===== config.mk =====
export PLATFORM = sky130hd
export DESIGN_NAME = id_ex
export DESIGN_NICKNAME = d
export VERILOG_FILES = /design/src/rtl/id_ex_pkg.sv /design/src/rtl/pipe_entry.sv /design/src/rtl/id_ex.sv
export SDC_FILE = /design/constraint.sdc
export NUM_CORES = 1
export LEC_CHECK = 0
export CORE_AREA = 2 2 179 199
export DETAILED_ROUTE_END_ITERATION = 10
export DIE_AREA = 0 0 181 201
export SYNTH_ARGS = -nofsm -noshare
export SYNTH_HDL_FRONTEND = slang
export SYNTH_SLANG_ARGS = --single-unit

===== constraint.sdc =====
create_clock -name clk -period 2.6 [get_ports clk]
set_input_delay 0.52 -clock clk [delete_from_list [all_inputs] [get_ports clk]]
set_output_delay 0.52 -clock clk [all_outputs]
set_load 0.01 [all_outputs]

===== src/rtl/id_ex_pkg.sv =====
// Shared instruction constants for the decode/execute boundary.
package id_ex_pkg;

  // Canonical RV32I NOP: addi x0, x0, 0
  localparam logic [31:0] INST_NOP = 32'h0000_0013;

endpackage


===== src/rtl/pipe_entry.sv =====
// One pipeline slot: instruction, address and two operands, with load and clear-to-NOP.
module pipe_entry #(
  parameter int unsigned DW      = 32,
  parameter logic [DW-1:0] NOP_INS = '0
) (
  input  logic          clk,
  input  logic          load,
  input  logic          clr,
  input  logic [DW-1:0] ins_d,
  input  logic [DW-1:0] addr_d,
  input  logic [DW-1:0] rs1_d,
  input  logic [DW-1:0] rs2_d,
  output logic [DW-1:0] ins_q,
  output logic [DW-1:0] addr_q,
  output logic [DW-1:0] rs1_q,
  output logic [DW-1:0] rs2_q
);

  // Clear wins over load so a flush never exposes a half-written slot.
  always_ff @(posedge clk) begin
    if (clr) begin
      ins_q  <= NOP_INS;
      addr_q <= '0;
      rs1_q  <= '0;
      rs2_q  <= '0;
    end else if (load) begin
      ins_q  <= ins_d;
      addr_q <= addr_d;
      rs1_q  <= rs1_d;
      rs2_q  <= rs2_d;
    end
  end

endmodule


===== src/rtl/id_ex.sv =====
// Decode-to-execute pipeline register with a one-entry skid buffer and synchronous flush.
module id_ex
  import id_ex_pkg::*;
#(
  parameter int unsigned   DW      = 32,
  parameter logic [DW-1:0] NOP_INS = DW'(INST_NOP)
) (
  input  logic          clk,
  input  logic          rst_n,
  input  logic [DW-1:0] ins_i,
  input  logic [DW-1:0] ins_addr_i,
  input  logic [DW-1:0] rs1_data_i,
  input  logic [DW-1:0] rs2_data_i,
  input  logic          in_valid_i,
  output logic          in_ready_o,
  input  logic          flush_i,
  input  logic          out_ready_i,
  output logic          out_valid_o,
  output logic [DW-1:0] ins_o,
  output logic [DW-1:0] ins_addr_o,
  output logic [DW-1:0] rs1_data_o,
  output logic [DW-1:0] rs2_data_o
);

  localparam logic [1:0] StEmpty = 2'd0;
  localparam logic [1:0] StFull  = 2'd1;
  localparam logic [1:0] StSkid  = 2'd2;

  logic [1:0] state_q, state_d;
  logic       accept, consume;
  logic       main_load, main_clr, main_from_skid;
  logic       skid_load, skid_clr;

  logic [DW-1:0] skid_ins, skid_addr, skid_rs1, skid_rs2;
  logic [DW-1:0] main_ins_d, main_addr_d, main_rs1_d, main_rs2_d;

  // Ready is a pure state decode so there is no path from out_ready_i.
  assign in_ready_o  = (state_q != StSkid);
  assign out_valid_o = (state_q == StFull) || (state_q == StSkid);
  assign accept      = in_valid_i && in_ready_o;
  assign consume     = out_valid_o && out_ready_i;

  always_comb begin
    state_d        = state_q;
    main_load      = 1'b0;
    main_clr       = 1'b0;
    main_from_skid = 1'b0;
    skid_load      = 1'b0;
    skid_clr       = 1'b0;
    if (!rst_n || flush_i) begin
      state_d  = StEmpty;
      main_clr = 1'b1;
      skid_clr = 1'b1;
    end else begin
      case (state_q)
        StEmpty: begin
          if (accept) begin
            state_d   = StFull;
            main_load = 1'b1;
          end
        end
        StFull: begin
          if (accept && consume) begin
            main_load = 1'b1;
          end else if (accept) begin
            state_d   = StSkid;
            skid_load = 1'b1;
          end else if (consume) begin
            state_d  = StEmpty;
            main_clr = 1'b1;
          end
        end
        StSkid: begin
          if (consume) begin
            state_d        = StFull;
            main_load      = 1'b1;
            main_from_skid = 1'b1;
            skid_clr       = 1'b1;
          end
        end
        default: begin
          state_d  = StEmpty;
          main_clr = 1'b1;
          skid_clr = 1'b1;
        end
      endcase
    end
  end

  always_ff @(posedge clk) begin
    if (!rst_n) begin
      state_q <= StEmpty;
    end else begin
      state_q <= state_d;
    end
  end

  always_comb begin
    main_ins_d  = ins_i;
    main_addr_d = ins_addr_i;
    main_rs1_d  = rs1_data_i;
    main_rs2_d  = rs2_data_i;
    if (main_from_skid) begin
      main_ins_d  = skid_ins;
      main_addr_d = skid_addr;
      main_rs1_d  = skid_rs1;
      main_rs2_d  = skid_rs2;
    end
  end

  pipe_entry #(
    .DW      (DW),
    .NOP_INS (NOP_INS)
  ) u_main (
    .clk    (clk),
    .load   (main_load),
    .clr    (main_clr),
    .ins_d  (main_ins_d),
    .addr_d (main_addr_d),
    .rs1_d  (main_rs1_d),
    .rs2_d  (main_rs2_d),
    .ins_q  (ins_o),
    .addr_q (ins_addr_o),
    .rs1_q  (rs1_data_o),
    .rs2_q  (rs2_data_o)
  );

  pipe_entry #(
    .DW      (DW),
    .NOP_INS (NOP_INS)
  ) u_skid (
    .clk    (clk),
    .load   (skid_load),
    .clr    (skid_clr),
    .ins_d  (ins_i),
    .addr_d (ins_addr_i),
    .rs1_d  (rs1_data_i),
    .rs2_d  (rs2_data_i),
    .ins_q  (skid_ins),
    .addr_q (skid_addr),
    .rs1_q  (skid_rs1),
    .rs2_q  (skid_rs2)
  );

endmodule


Word-level counts from Yosys, hierarchy flattened
Cells that the tools add are included.
W data, S select, Z words.
- $add $sub $neg: 0
- $mul: 0
- div/mod/pow operators: 0
- magnitude comparators: 0
- equal/unequal tests: 7
- shifts and indexed selects: 0
- mux-type cells: 26
- bitwise gates (word level): 1
- reductions and logical operators: 11
- operators with widths (operator ; count):
    $mux W32 ; 4
    $mux W1 ; 13
    $mux W2 ; 5
    $ne A2 B2 Y1 const B ; 4
    $pmux W2 S3 ; 1
    $reduce_or A2 Y1 ; 3
    $pmux W1 S2 ; 2
    $reduce_and A4 Y1 ; 1
    $logic_and A1 B1 Y1 ; 3
    $ne A3 B3 Y1 const B ; 1
    $pmux W1 S3 ; 1
    $eq A2 B1 Y1 const B ; 1
    $eq A2 B2 Y1 const B ; 1
    $logic_not A2 Y1 ; 1
    $logic_or A1 B1 Y1 ; 2
    $logic_not A1 Y1 ; 1
    $not A1 Y1 ; 1
- register bits after elaboration: 258
- bits in latches: 0
- memory bits (writable): 0
- ROM bits: 0
- input bits: 133
- memories: 0

Logic depth before layout (Yosys ltp)
Gate-level depths: netlist of run 1.
- word-level depth: 8
- gate-level depth with buffers: 9
- gate-level depth less buffers: 6

Cells and area by module
A second synthesis of run 1 with hierarchy kept.
- cell total of the unflattened synthesis: 1003
- area, all modules: 11100.6 um^2
- modules (own cells, without submodules) (module ; times used ; cells each ; area each (um^2) ; sequential area each (um^2)):
    pipe_entry ; 2 ; 413 ; 4613.2 ; 2562.5
    id_ex ; 1 ; 177 ; 1874.3 ; 40.0

Worst setup path before layout of run 1
OpenSTA, ideal clock, no wires.
- path type: flip-flop to flip-flop
- from: reg state_q[0]
- to: reg u_main.rs1_q[25]
- library setup time: 138 ps
- arrival: 1864 ps
- data required time: 2462 ps
- setup slack: 598 ps
- cell stages (with the launch flop): 8
- buffers on the path: 2
- period minus slack after synthesis: 2002 ps
- cells stage by stage: dfxtp_1 inv_1 ha_1 nand4_1 a311oi_2 buf_2 buf_1 a211oi_1
- longest elaborated chain between the ends: 8
- elaborated cells on any way between the ends: 21
- those cells by class: eq/ne: 3; mux: 12; reduce/logical: 6
- ends and longest elaborated chain (element ; RTL line ; RTL):
    start, declared ; id_ex.sv:29 ; logic [1:0] state_q, state_d;
    start signal, assigned ; id_ex.sv:92 ; state_q <= StEmpty;
    start signal, assigned ; id_ex.sv:94 ; state_q <= state_d;
    $eq A2 B1 Y1 / $eq A2 B2 Y1 (equally long branches) ; id_ex.sv:39 ; assign out_valid_o = (state_q == StFull) || (state_q == StSkid);
    $logic_or A1 B1 Y1 (*) ; id_ex.sv:39 ;
    named net out_valid_o ; id_ex.sv:18 ; output logic out_valid_o,
    $logic_and A1 B1 Y1 (*) ; id_ex.sv:41 ; assign consume = out_valid_o && out_ready_i;
    $mux W1 ; id_ex.sv:68, id_ex.sv:74 ;
    $mux W1 ; id_ex.sv:65 ; end else if (accept) begin
    $mux W1 ; id_ex.sv:63 ; if (accept && consume) begin
    $pmux W1 S2 ; id_ex.sv:55 ; case (state_q)
    $mux W1 ; id_ex.sv:50 ; if (!rst_n || flush_i) begin
    end signal, assigned ; pipe_entry.sv:29 ; rs1_q <= rs1_d;
    end, declared ; pipe_entry.sv:15 ; output logic [DW-1:0] rs1_q,
Mark *: on every way through the listed nets, which the timed path passes. The rest lies on a longest branch.
A chain may end at the register's enable or synchronous reset.

Worst setup path in the final report of run 1
- from: reg state_q[1]
- to: out out_valid_o
- longest elaborated chain between the ends: 2
- elaborated cells on any way between the ends: 3
- those cells by class: eq/ne: 2; reduce/logical: 1
- ends and longest elaborated chain (element ; RTL line):
    $eq A2 B1 Y1 / $eq A2 B2 Y1 (equally long branches) ; id_ex.sv:39
    $logic_or A1 B1 Y1 (*) ; id_ex.sv:39
    end, declared ; id_ex.sv:18
Every way passes the cells marked *; elsewhere a longest branch is shown, timed or not.

==> metrics.yaml, run 1 <==
drv_slew: 0
synth-seq-area-share: 0.507
final-setup-viol-count: 0
grt_pass1_wl_mm: 45.9
fmax_mhz: 399
first_pass_iters: 5
cpMaxStageDelayCell: "clkdlybuf4s50_1"
gp_congestion: 0.753
vdd_drop_max_uv: 522
antenna_found_initial: 0
post_cts_buffers: 0
regArea_um2: 5170
die_h_um: 201
coreArea_um2: 34600
finalWirelength_mm: 28.8
startpoint: "state_q[1]"
dieArea_um2: 36400
synthCells: 1162
cts_buffer_depth: 3
n_fill_cell: 3439
startpoint_type: "register"
grt_pass1_vias: 8546
r2r_setup_slack_ns: 0.29
hpwlAfterDp_mm: 19.4
final.setup.tns_ns: 0
clock-root-buffer: "clkbuf_16"
vias: 8859
cts_buffers: 29
slew_headroom: 0.587
drtAntennaViolNets: 0
synthTopCellsByArea: "dfxtp_1 51%, mux2i_1 13%, nand2_1 9.5%"
hp-class: "reg -> reg"
clkSinkCount: 258
wire_per_inst_um: 15.4
grt_overflow: 0
clk_pin_slew_ns: 0.06
cp_top_family: "buffers and inverters"
syn_area_um2: 10200
ioPinCount: 263
final.setup_skew_ns: 0.00676
final_cells: 1865
path_cells: "inv_1 -> ha_1 -> clkdlybuf4s50_1"
worstMarginPinSlew_ns: 0.620
drv_cap: 0
area_delta_synth_final_pct: 42.0
final_nets: 1543
grt_max_degree: 75
synthArstFlopShare: 0
ys_warn_count: 0
placementRows: 72
layout-drive-gt1-share: 0.0683
fin_ws_ns: 0.0956
synth_edf_count: 0
crit_fanout: 6
crit_buf_inv: 2
p_leak_uw: 0.00564
groute.usage.overall: 0.153
synth_cell_type_count: 32
syn_area_per_cell_um2: 8.77
clock_latency_ns: 0.54
hold_violations: 0
critPathKind: "reg -> out"
drtIter0Drc: 449
crit_path_max_incr_delay_ns: 0.58
place_ws_ns: 0.0953
port_buffers: 262
fin_crit_ns: 2.50
die_x_um: 181
synth_nets: 1300
multi_input_area_um2: 4610
initial_utilization: 0.295
crit_arrival_ns: 1.98
diodes: 0
synth_top_area_share: 0.507
regToRegEndpoint: "u_main.rs2_q[18]"
status: "completed"
p_per_area_nw_per_um2: 609
rr_worst_depth: 8
yosysMostFrequentCell: "nand2_1"
drc: 0
critical_path.endpoint_type: "output pin"
via_per_inst: 4.75
critical_path.endpoint: "out_valid_o"
path_depth: 3
synth.top_cells.by_count: "259 x nand2_1, 258 x dfxtp_1, 128 x mux2i_1, 126 x nor2_1"
r2r-start: "state_q[1]"
synth-seq-cells: 258
synth_flop_cell: "dfxtp_1"
fin_crit_sh: 0.963
rsz0062_at_grt: "no"
htreeDepth: 1
cts_tree: "yes"
dp_cells: 1818
cp.required_ns: 2.08
yosysTopAreaCell: "dfxtp_1"
layout by cell type (no fill, tap or decap), types with 2 or more instances in the layout:
cell type	Yosys	final
dfxtp_1	258	257
mux2i_1	128	128
clkbuf_1	39	5
a211oi_1	125	125
nand4_1	2	2
clkdlybuf4s50_1	0	262
nor2b_1	3	3
nand3_1	7	6
inv_1	3	3
a31oi_1	3	3
buf_12	0	17
bufinv_16	0	2
nand2_1	259	259
buf_4	2	32
nand2b_1	2	2
a21oi_1	125	125
nor3_1	3	3
nor2_1	126	126
clkinv_2	0	3
clkbuf_8	0	7
ha_1	5	5
clkbuf_16	0	29
registers in the layout (all words and copies together) (netlist names):
name	flops
u_main.rs1_q	32
u_skid.addr_q	32
u_skid.ins_q	32
u_skid.rs2_q	32
state_q	2
u_skid.rs1_q	32
u_main.ins_q	32
u_main.addr_q	32
u_main.rs2_q	32
power by group:
group          internal, uW  total, uW  switching (uW)
logic                   410        787             378
registers              4010       4040            32.4
clock network          2410       3970            1560
metrics by stage:
stage	power (uW)	area (um^2)	hold WS [ns]	util
finish	8800	14500	0.452	0.418
global route	9180	14500	0.467	0.418
CTS	8940	14500	0.454	0.418
detailed placement	4920	13500	0.446	0.391
global placement	4910	13500	0.440	0.391
floorplan	4450	10200	0.436	-
worst min-delay path, cell delays in order, from the launching register on:
cell,delay [ns]
dfxtp_1,0.30
nand2_1,0.05
a21oi_1,0.05
cells by family after synthesis:
logic type / share of synthesized area
adders and majority gates: 0.00614
DFF: 0.507
muxes: 0.126
buffers and inverters: 0.0436
AOI/OAI and AO/OA: 0.163
and+or+nand+nor: 0.154
layer usage:
layer | up-vias | wire length, um | share of wire | GRT usage
li1 | 4477 | - | - | -
met1 | 4085 | 12200 | 0.42 | 0.186
met2 | 245 | 13900 | 0.48 | 0.266
met3 | 52 | 1980 | 0.069 | 0.0392
met4 | 0 | 735 | 0.026 | 0.0485
met5 | - | 0 | 0 | 0
cell type report:
class	count	share of cell area
clock inverters	6	0.00571
flip-flops and latches	258	0.357
inverters	3	0.000778
repair buffers	311	0.221
multi-input cells	802	0.319
well taps	444	0.0384
clock buffers	41	0.0581
what timing repair did:
item	4_1_cts	5_1_grt
hold buffers	0	0
gates resized for setup	0	1
setup endpoints to repair	0	1
how the worst min path moves through the flow:
stage	cells past startpoint	startpoint	slack [ns]	end
after floorplan	2	u_skid.addr_q[0]	0.44	u_skid.addr_q[0]
final	2	u_skid.ins_q[14]	0.45	u_skid.ins_q[14]
after detailed placement	2	u_skid.addr_q[22]	0.45	u_skid.addr_q[22]
after global placement	2	u_skid.ins_q[20]	0.44	u_skid.ins_q[20]
after global routing	2	u_skid.rs2_q[7]	0.47	u_skid.rs2_q[7]
after CTS	2	u_skid.rs1_q[1]	0.45	u_skid.rs1_q[1]
Power figures use the tool's default switching activity.
==> run 2: changes to the inputs <==
- CAP_MARGIN: unset -> 20
==> results of run 2 <==
The final DEF is identical to that of run 1; final timing and power are the same.
